<file path="src/rtl/diff_line_pkg.sv">
// -----------------------------------------------------------------------------
// diff_line_pkg
// Definitions shared by the differential (XOR) line encoder and decoder:
//   line_state_e  : framer state, HUNT (searching for sync) or DATA (in a frame)
//   SYNC_W        : width of the sync pattern, in bits
//   SYNC_DEFAULT  : default sync pattern
// -----------------------------------------------------------------------------
package diff_line_pkg;

    localparam int SYNC_W = 8;

    localparam logic [SYNC_W-1:0] SYNC_DEFAULT = 8'hA5;

    typedef enum logic [0:0] {
        HUNT = 1'b0,
        DATA = 1'b1
    } line_state_e;

endpackage : diff_line_pkg

</file>
<file path="src/rtl/diff_bit_decoder.sv">
// -----------------------------------------------------------------------------
// diff_bit_decoder
// Recovers data bits from an XOR-encoded line. The encoder drives
// q <= q ^ d while enabled and clears q to 0 while disabled, so the data
// bit is the XOR of the current and previous line bits.
// Ports:
//   clk       : clock, rising edge
//   rst       : synchronous active-high reset
//   en        : line enable, aligned with q_in
//   q_in      : encoded line bit
//   bit_data  : recovered bit (combinational, for use on the same edge)
//   bit_valid : bit_data carries a bit this cycle
// -----------------------------------------------------------------------------
module diff_bit_decoder (
    input  logic clk,
    input  logic rst,
    input  logic en,
    input  logic q_in,
    output logic bit_data,
    output logic bit_valid
);

    logic prev_r;

    // Previous line bit; follows the encoder's clear-to-0 while disabled.
    always_ff @(posedge clk) begin
        if (rst) begin
            prev_r <= 1'b0;
        end else if (en) begin
            prev_r <= q_in;
        end else begin
            prev_r <= 1'b0;
        end
    end

    // Bit recovery; the top module registers everything derived from it.
    always_comb begin
        bit_data  = q_in ^ prev_r;
        bit_valid = en;
    end

endmodule : diff_bit_decoder

</file>
<file path="src/rtl/diff_stream_decoder.sv">
// -----------------------------------------------------------------------------
// diff_stream_decoder
// Decodes an XOR-encoded serial line, hunts for a sync pattern and then
// deserializes FRAME_WORDS words of WIDTH bits (MSB first) into a single-entry
// valid/ready output register.
// Parameters:
//   WIDTH       : bits per output word (>= 2)
//   SYNC        : sync pattern matched against the last SYNC_W decoded bits
//   FRAME_WORDS : words per frame after sync, 1..255
// Ports:
//   clk, rst    : clock and synchronous active-high reset
//   en, q_in    : line enable and encoded line bit
//   out_data    : decoded word
//   out_valid   : out_data holds an unconsumed word
//   out_ready   : consumer accepts the word when out_valid && out_ready
//   out_last    : out_data is the last word of its frame
//   locked      : high while inside a frame (DATA state)
//   overrun     : sticky, a completed word was dropped; cleared only by rst
// -----------------------------------------------------------------------------
module diff_stream_decoder
    import diff_line_pkg::*;
#(
    parameter int                WIDTH       = 8,
    parameter logic [SYNC_W-1:0] SYNC        = SYNC_DEFAULT,
    parameter int                FRAME_WORDS = 4
) (
    input  logic             clk,
    input  logic             rst,
    input  logic             en,
    input  logic             q_in,
    output logic [WIDTH-1:0] out_data,
    output logic             out_valid,
    input  logic             out_ready,
    output logic             out_last,
    output logic             locked,
    output logic             overrun
);

    localparam int CNT_W  = (WIDTH > 1) ? $clog2(WIDTH) : 1;
    localparam int WCNT_W = 8;

    line_state_e       state_r;
    // Only SYNC_W-1 history bits are stored: the newest bit completes the
    // window combinationally, which is all the match needs.
    logic [SYNC_W-2:0] window_r;
    logic [WIDTH-2:0]  shreg_r;
    logic [CNT_W-1:0]  bit_cnt_r;
    logic [WCNT_W-1:0] word_cnt_r;

    logic              bit_data_s;
    logic              bit_valid_s;
    logic [SYNC_W-1:0] window_next_s;
    logic [WIDTH-1:0]  word_s;
    logic              sync_hit_s;
    logic              word_done_s;
    logic              last_word_s;
    logic              slot_free_s;

    diff_bit_decoder u_bit_decoder (
        .clk       (clk),
        .rst       (rst),
        .en        (en),
        .q_in      (q_in),
        .bit_data  (bit_data_s),
        .bit_valid (bit_valid_s)
    );

    // Next-window, completed-word and output-slot decisions for this edge.
    always_comb begin
        window_next_s = {window_r, bit_data_s};
        word_s        = {shreg_r, bit_data_s};
        sync_hit_s    = (window_next_s == SYNC);
        last_word_s   = (word_cnt_r == WCNT_W'(FRAME_WORDS - 1));
        slot_free_s   = (!out_valid) || out_ready;
        if (bit_valid_s && (state_r == DATA) && (bit_cnt_r == CNT_W'(WIDTH - 1))) begin
            word_done_s = 1'b1;
        end else begin
            word_done_s = 1'b0;
        end
    end

    // Framing FSM: sync hunt, bit/word counting and the locked flag.
    always_ff @(posedge clk) begin
        if (rst) begin
            state_r    <= HUNT;
            window_r   <= {(SYNC_W-1){1'b0}};
            shreg_r    <= {(WIDTH-1){1'b0}};
            bit_cnt_r  <= {CNT_W{1'b0}};
            word_cnt_r <= {WCNT_W{1'b0}};
            locked     <= 1'b0;
        end else if (!bit_valid_s) begin
            // Line disabled: abort any frame, partial word is discarded.
            state_r    <= HUNT;
            window_r   <= {(SYNC_W-1){1'b0}};
            bit_cnt_r  <= {CNT_W{1'b0}};
            word_cnt_r <= {WCNT_W{1'b0}};
            locked     <= 1'b0;
        end else begin
            case (state_r)
                HUNT: begin
                    if (sync_hit_s) begin
                        state_r    <= DATA;
                        window_r   <= {(SYNC_W-1){1'b0}};
                        bit_cnt_r  <= {CNT_W{1'b0}};
                        word_cnt_r <= {WCNT_W{1'b0}};
                        locked     <= 1'b1;
                    end else begin
                        window_r <= window_next_s[SYNC_W-2:0];
                    end
                end
                DATA: begin
                    shreg_r <= word_s[WIDTH-2:0];
                    if (bit_cnt_r == CNT_W'(WIDTH - 1)) begin
                        bit_cnt_r <= {CNT_W{1'b0}};
                        if (last_word_s) begin
                            // Frame complete; the next sync must arrive in full.
                            state_r    <= HUNT;
                            window_r   <= {(SYNC_W-1){1'b0}};
                            word_cnt_r <= {WCNT_W{1'b0}};
                            locked     <= 1'b0;
                        end else begin
                            word_cnt_r <= word_cnt_r + WCNT_W'(1);
                        end
                    end else begin
                        bit_cnt_r <= bit_cnt_r + CNT_W'(1);
                    end
                end
                default: begin
                    state_r  <= HUNT;
                    window_r <= {(SYNC_W-1){1'b0}};
                    locked   <= 1'b0;
                end
            endcase
        end
    end

    // Single-entry output register with drop-on-full and sticky overrun.
    always_ff @(posedge clk) begin
        if (rst) begin
            out_data  <= {WIDTH{1'b0}};
            out_valid <= 1'b0;
            out_last  <= 1'b0;
            overrun   <= 1'b0;
        end else if (word_done_s) begin
            // A consume in the same cycle frees the slot for the new word.
            if (slot_free_s) begin
                out_data  <= word_s;
                out_last  <= last_word_s;
                out_valid <= 1'b1;
            end else begin
                overrun <= 1'b1;
            end
        end else if (out_valid && out_ready) begin
            out_valid <= 1'b0;
        end else begin
            out_valid <= out_valid;
        end
    end

endmodule : diff_stream_decoder

</file>
<file path="config.mk">
export PLATFORM = sky130hd
export DESIGN_NAME = diff_stream_decoder
export DESIGN_NICKNAME = d
export VERILOG_FILES = /design/src/rtl/diff_line_pkg.sv /design/src/rtl/diff_bit_decoder.sv /design/src/rtl/diff_stream_decoder.sv
export SDC_FILE = /design/constraint.sdc
export NUM_CORES = 1
export LEC_CHECK = 0
export BUFFER_PORTS_ARGS = -buffer_cell sky130_fd_sc_hd__buf_2
export CORE_MARGIN = 1.5
export CORE_UTILIZATION = 40
export CTS_CLUSTER_DIAMETER = 200
export DETAILED_ROUTE_END_ITERATION = 6
export SLEW_MARGIN = 10
export SYNTH_ARGS = -nofsm -noshare
export SYNTH_HDL_FRONTEND = slang
export SYNTH_HIERARCHICAL = 1
export SYNTH_SLANG_ARGS = --single-unit
export TNS_END_PERCENT = 30
</file>
<file path="constraint.sdc">
create_clock -name clk -period 2.05 [get_ports clk]
set_input_delay 0.41 -clock clk [delete_from_list [all_inputs] [get_ports clk]]
set_output_delay 0.41 -clock clk [all_outputs]
set_load 0.01 [all_outputs]
</file>
==> flow_summary.toml, run 1 <==
[outcome]
status = "completed"

[sta]
finalClockSkew_ns = 0.00706
fin_crit_ns = 1.74
rsz0062_at_grt = "false"
setup_tns_ns = 0
worst_pin_slew_ns = 0.531
layout_setup_ws_ns = 0.315
finalCritPeriodShare_pct = 84.7
hold_viol = 0
fmax_mhz = 576
slew_violations = 0
finalSetupViolCount = 0
slew_headroom_pct = 64.5
hold_slack_ns = 0.403

[placement]
io_buffer_count = 16
placed_cell_area_um2 = 1760
gp_congestion = 0.770
hpwl_mm = 2.28
dp_worst_setup_slack_ns = 0.261

[clock_network]
clk_pin_slew_ns = 0.08
clk_latency_ns = 0.29
post_cts_buffers = 0
numCtsBuffers = 5
cts_tree = "built"
cts.sinks = 39
cts_root_buf = "clkbuf_8"
post_cts_resized = 0
clk_path_buf_depth = 2
cts_hold_repair.buffers = 0
h-tree-depth = 2

[setup_path]
setup.worst_path.class = "reg2reg"
critPathCaptureType = "flip-flop"
rr_worst_depth = 6
arrival_ns = 1.97
crit_path_frequent_cell = "ha_1"
crit_fanout = 5
r2r_slack_ns = 0.31
cp.required_ns = 2.29
reg2reg_to = "word_cnt_r[5]$_SDFFE_PP0P_"
critPathMaxStageDelay_ns = 0.38
worstPathCellList = "ha_1 > ha_1 > and2_1 > a311oi_2 > a21o_1 > a22o_1"
crit_path_start_kind = "flip-flop"
r2r-start = "bit_cnt_r[0]$_SDFFE_PP0P_"
crit_path_start = "bit_cnt_r[0]$_SDFFE_PP0P_"
cp_slowest_cell = "a311oi_2"

[synthesis]
synthAdderAreaFrac_pct = 3.09
synth_compound_area_share_pct = 18.3
synth_nets = 175
syn_avg_cell_area_um2 = 9.76
yosysWarnings = 6
synth_simple_gate_area_share_pct = 22.5
synth_top_family_by_area = "simple AND/OR/NAND/NOR gates"
netlist_area_um2 = 1620
synth_cell_type_count = 39
ys_ff_latch = 39
synthCells = 166
synthXorXnorAreaFrac_pct = 0.541
ys_seq_area_share_pct = 48.2
synthMuxAreaShare_pct = 4.94

[min_path]
hold_class = "in2reg"
hp-start = "q_in"
holdPathEnd = "u_bit_decoder/prev_r$_SDFF_PP0_"
hold_depth = 2

[routing]
drt-wirelength-per-cell_um = 13.3
wirelength_mm = 3.15
vias = 1267
drt-initial-drc-count = 73
drc = 0
dr.pass1.iters = 4
final_antenna_net_count = 0
viasPerCell = 5.35

[power]
powerDensity_nw_per_um2 = 704
p_leak_nw = 0.703
ir_drop_uv = 366

[final_layout]
final_cell_mix = "dfxtp_1 (39), nand2_1 (17), buf_2 (16)"
design_area_um2 = 1850
synthToLayoutAreaGrowth_pct = 14.1
fin_nets = 197
drive_gt1_share_pct = 19.6
n_fill_cell = 337
final_common_cell = "dfxtp_1"
diodes = 0

[floorplanning]
die_x_um = 66.6
initial_core_util_pct = 43.0
fp-row-count = 22
dieArea_um2 = 4440
io_pins = 17
core_um2 = 3770
fp.dieH_um = 66.6

[job]
max_cap_viol_count = 0

[global_route]
grt_pass1_vias = 1250
grt_pass1_wl_mm = 5.51
antenna_found_initial = 0
grt_overflow = 0
grtUsageTotal_pct = 16.5
grt_max_degree = 25
state kept, by name (all words and copies together), names as in the netlist:
| name | cells |
|---|---|
| bit_cnt_r | 3 |
| locked | 1 |
| out_data | 8 |
| out_last | 1 |
| out_valid | 1 |
| overrun | 1 |
| shreg_r | 7 |
| state_r | 1 |
| u_bit_decoder/prev_r | 1 |
| window_r | 7 |
| word_cnt_r | 8 |
critical path, delay by kind of cell (launching register included):
kind,cells,cell delay (ns)
compound gates,3,0.62
simple gates,1,0.26
fa+ha+maj,2,0.47
flops,1,0.33
layer usage:
| metal | share of wire [%] | global-route usage, % |
|---|---|---|
| met2 | 48 | 27.3 |
| met3 | 3.7 | 5.41 |
| met5 | 0 | 0 |
| met4 | 1.1 | 6.38 |
| met1 | 47 | 19.7 |
synth_stat cells, drive strengths merged:
master   n  area (um^2)
dfxtp   39          781
nand2   17         63.8
a21oi   15         75.1
nor2    15         72.6
nand3   12         65.1
a22o    10         87.6
o21ai    9         45.0
mux2i    8         80.1
buf      4         23.8
ha       4         50.1
nor3     4         20.0
a31oi    3         40.0
inv      3         11.3
or3      3         18.8
and4bb   2         28.8
nand2b   2         12.5
o21a     2         15.0
a21boi   1         11.3
a21o     1         7.51
a311oi   1         15.0
and2     1         6.26
and3b    1         8.76
clkbuf   1         3.75
nand3b   1         7.51
nand4    1         6.26
nand4b   1         8.76
nor2b    1         6.26
nor3b    1         18.8
nor4b    1         15.0
or2      1         6.26
xor2     1         8.76
per-stage QoR:
step	std cells	utilization (%)	power (mW)
floorplan	166	-	0.804
global placement	229	46.7	0.815
detailed placement	229	46.7	0.815
CTS	237	49.0	1.32
global route	237	49.0	1.36
finish	237	49.0	1.30
cells by family after synthesis:
logic type                 count (synthesis)
buffers and inverters                      8
DFF                                       39
and+or+nand+nor                           64
AOI/OAI and AO/OA                         42
muxes                                      8
adders and majority gates                  4
xor gates and xnor gates                   1
where the power goes:
group          internal, mW  switching (mW)
combinational        0.0139          0.0230
clock                 0.238           0.266
sequential            0.759         0.00147
layout make-up:
type | instances | area [um^2] | area share, %
Sequential cell | 39 | 781 | 42.2
Clock inverter | 2 | 12.5 | 0.677
Multi-Input combinational cell | 119 | 801 | 43.3
Timing Repair Buffer | 20 | 110 | 5.96
Inverter | 3 | 11.3 | 0.609
Clock buffer | 6 | 72.6 | 3.93
Tap cell | 48 | 60.1 | 3.25
how the worst max path moves through the flow:
stage,end,slack [ns]
6_report,word_cnt_r[5]$_SDFFE_PP0P_,0.31
5_1_grt,word_cnt_r[4]$_SDFFE_PP0P_,0.15
4_1_cts,word_cnt_r[5]$_SDFFE_PP0P_,0.30
3_5_place_dp,word_cnt_r[4]$_SDFFE_PP0P_,0.26
3_3_place_gp,word_cnt_r[4]$_SDFFE_PP0P_,0.30
2_1_floorplan,word_cnt_r[4]$_SDFFE_PP0P_,0.46
Note: power is estimated with default switching activity, not from simulation.
==> run 2: changes to the inputs <==
clock period = 1.8 ns   (was 2.05 ns; I/O delays follow)
==> run 2 against run 1 <==
Compared with the run above: utilization grew 2.1 points; wire length down 0.86%; clock skew fell by 0.0039 ns; register-to-register slack worse by 0.17 ns; sequential share of layout area shrank 1.8 points; critical path type unchanged; highest routed layer unchanged.
==> flow_summary.toml, run 2 (synthesis results as in run 1) <==
[final_layout]
n_fill_cell = 332
drive_gt1_share_pct = 22.0
fin_nets = 199
final_cell_mix = "dfxtp_1 (39), nand2_1 (17), buf_2 (16)"
reg_top3 = "out_data: 8 flops, word_cnt_r: 8 flops"
regArea_um2 = 781
synthToLayoutAreaGrowth_pct = 19.0
diodes = 0
multi_input_area_um2 = 833
final_common_cell = "dfxtp_1"

[power]
powerDensity_nw_per_um2 = 860
p_leak_nw = 0.732
ir_drop_uv = 564

[floorplanning]
fp.dieH_um = 66.6
fp-row-count = 22
dieArea_um2 = 4440
die_x_um = 66.6
core_um2 = 3770
initial_core_util_pct = 43.0
io_pins = 17

[setup_path]
crit_path_start_kind = "flip-flop"
crit_fanout = 6
critPathCaptureType = "flip-flop"
reg2reg_to = "word_cnt_r[4]$_SDFFE_PP0P_"
rr_worst_depth = 6
critPathMaxStageDelay_ns = 0.37
crit_family = "simple AND/OR/NAND/NOR gates"
worstPathCellList = "ha_1 > ha_2 > and2_2 > a31oi_4 > or3_1 > a21oi_1"
r2r-start = "bit_cnt_r[0]$_SDFFE_PP0P_"
cp.required_ns = 2.02
cp_slowest_cell = "dfxtp_1"
r2r_slack_ns = 0.14
setup.worst_path.class = "reg2reg"
critical_path_buf_inv_count = 0
arrival_ns = 1.87

[sta]
layout_setup_ws_ns = 0.145
slew_violations = 0
setup_tns_ns = 0
finalClockSkew_ns = 0.00321
worst_pin_slew_ns = 0.563
finalCritPeriodShare_pct = 91.9
finalSetupViolCount = 0
hold_viol = 0
slew_headroom_pct = 62.2
fin_crit_ns = 1.66
fmax_mhz = 604
rsz0062_at_grt = "false"

[job]
max_cap_viol_count = 0

[outcome]
status = "completed"

[global_route]
met3_usage_pct = 4.39
grtUsageTotal_pct = 16.3
grt_use_met2_pct = 26.1
met1_usage_pct = 20.3
grt_pass1_vias = 1189
grt_overflow = 0
busiest_layer = "met2"
antenna_found_initial = 0
grt_max_degree = 15
grt_pass1_wl_mm = 5.40

[routing]
dr.pass1.iters = 4
drc = 0
final_antenna_net_count = 0
drt-initial-drc-count = 46
viasPerCell = 5.26
wirelength_mm = 3.12
drt-wirelength-per-cell_um = 13.1
vias = 1256

[clock_network]
clk_latency_ns = 0.29
cts.sinks = 39
numCtsBuffers = 5
clk_path_buf_depth = 2
h-tree-depth = 2
cts_root_buf = "clkbuf_8"
clk_pin_slew_ns = 0.07
cts_tree = "built"

[placement]
gp_congestion = 0.747
hpwl_mm = 2.28
dp_worst_setup_slack_ns = 0.0979
io_buffer_count = 16

[min_path]
hp-start = "q_in"
hold_depth = 2
holdPathEnd = "u_bit_decoder/prev_r$_SDFF_PP0_"
hold_class = "in2reg"
==> run 2: changes by cell type in the layout (fill, tap and decap cells not counted), sizes merged <==
| cell | before | now |
|---|---|---|
| buf | 20 | 22 |
| bufinv | 0 | 1 |
| clkinvlp | 1 | 0 |
==> run 2: area by class of cell <==
| cell class | count | area share [%] |
|---|---|---|
| Clock buffer | 6 | 4.28 |
| Clock inverter | 2 | 1.82 |
| Inverter | 3 | 0.584 |
| Multi-Input combinational cell | 119 | 43.2 |
| Sequential cell | 39 | 40.5 |
| Tap cell | 48 | 3.11 |
| Timing Repair Buffer | 22 | 6.49 |
==> run 2: layer usage <==
layer  wire length, um  vias to the layer above
met3               108                        7
met2              1450                       18
li1                  -                      650
met1              1510                      581
met5                 0                        -
met4                52                        0
==> run 2: repair_timing <==
action,in CTS,in global routing
hold buffers,0,0
setup endpoints to repair,0,9
gates resized for setup,0,5
buffers inserted,0,0
==> run 2: stage by stage <==
stage | cell area [um^2] | instances | hold slack, ns | util, % | power, mW
6_report | 1930 | 239 | 0.339 | 51.1 | 1.66
2_1_floorplan | 1620 | 166 | 0.436 | - | 0.915
4_1_cts | 1900 | 239 | 0.338 | 50.3 | 1.67
5_1_grt | 1930 | 239 | 0.355 | 51.1 | 1.71
3_3_place_gp | 1780 | 231 | 0.447 | 47.1 | 0.933
3_5_place_dp | 1780 | 231 | 0.452 | 47.1 | 0.934
==> run 2: how the worst max path moves through the flow <==
stage                     slack, ns                          to  cells past startpoint                       start
final                          0.14  word_cnt_r[4]$_SDFFE_PP0P_                      6   bit_cnt_r[0]$_SDFFE_PP0P_
after floorplan                0.26  word_cnt_r[4]$_SDFFE_PP0P_                      5                        q_in
after global placement         0.13  word_cnt_r[2]$_SDFFE_PP0P_                      5  word_cnt_r[0]$_SDFFE_PP0P_
after CTS                      0.07  word_cnt_r[5]$_SDFFE_PP0P_                      6   bit_cnt_r[0]$_SDFFE_PP0P_
after detailed placement        0.1  word_cnt_r[5]$_SDFFE_PP0P_                      6   bit_cnt_r[0]$_SDFFE_PP0P_
after global routing           0.05  word_cnt_r[5]$_SDFFE_PP0P_                      5  word_cnt_r[0]$_SDFFE_PP0P_
==> run 2: where the power goes <==
group          internal [mW]  switching (mW)
logic                 0.0205          0.0279
registers              0.865         0.00158
clock network          0.448           0.295
total                   1.33           0.325
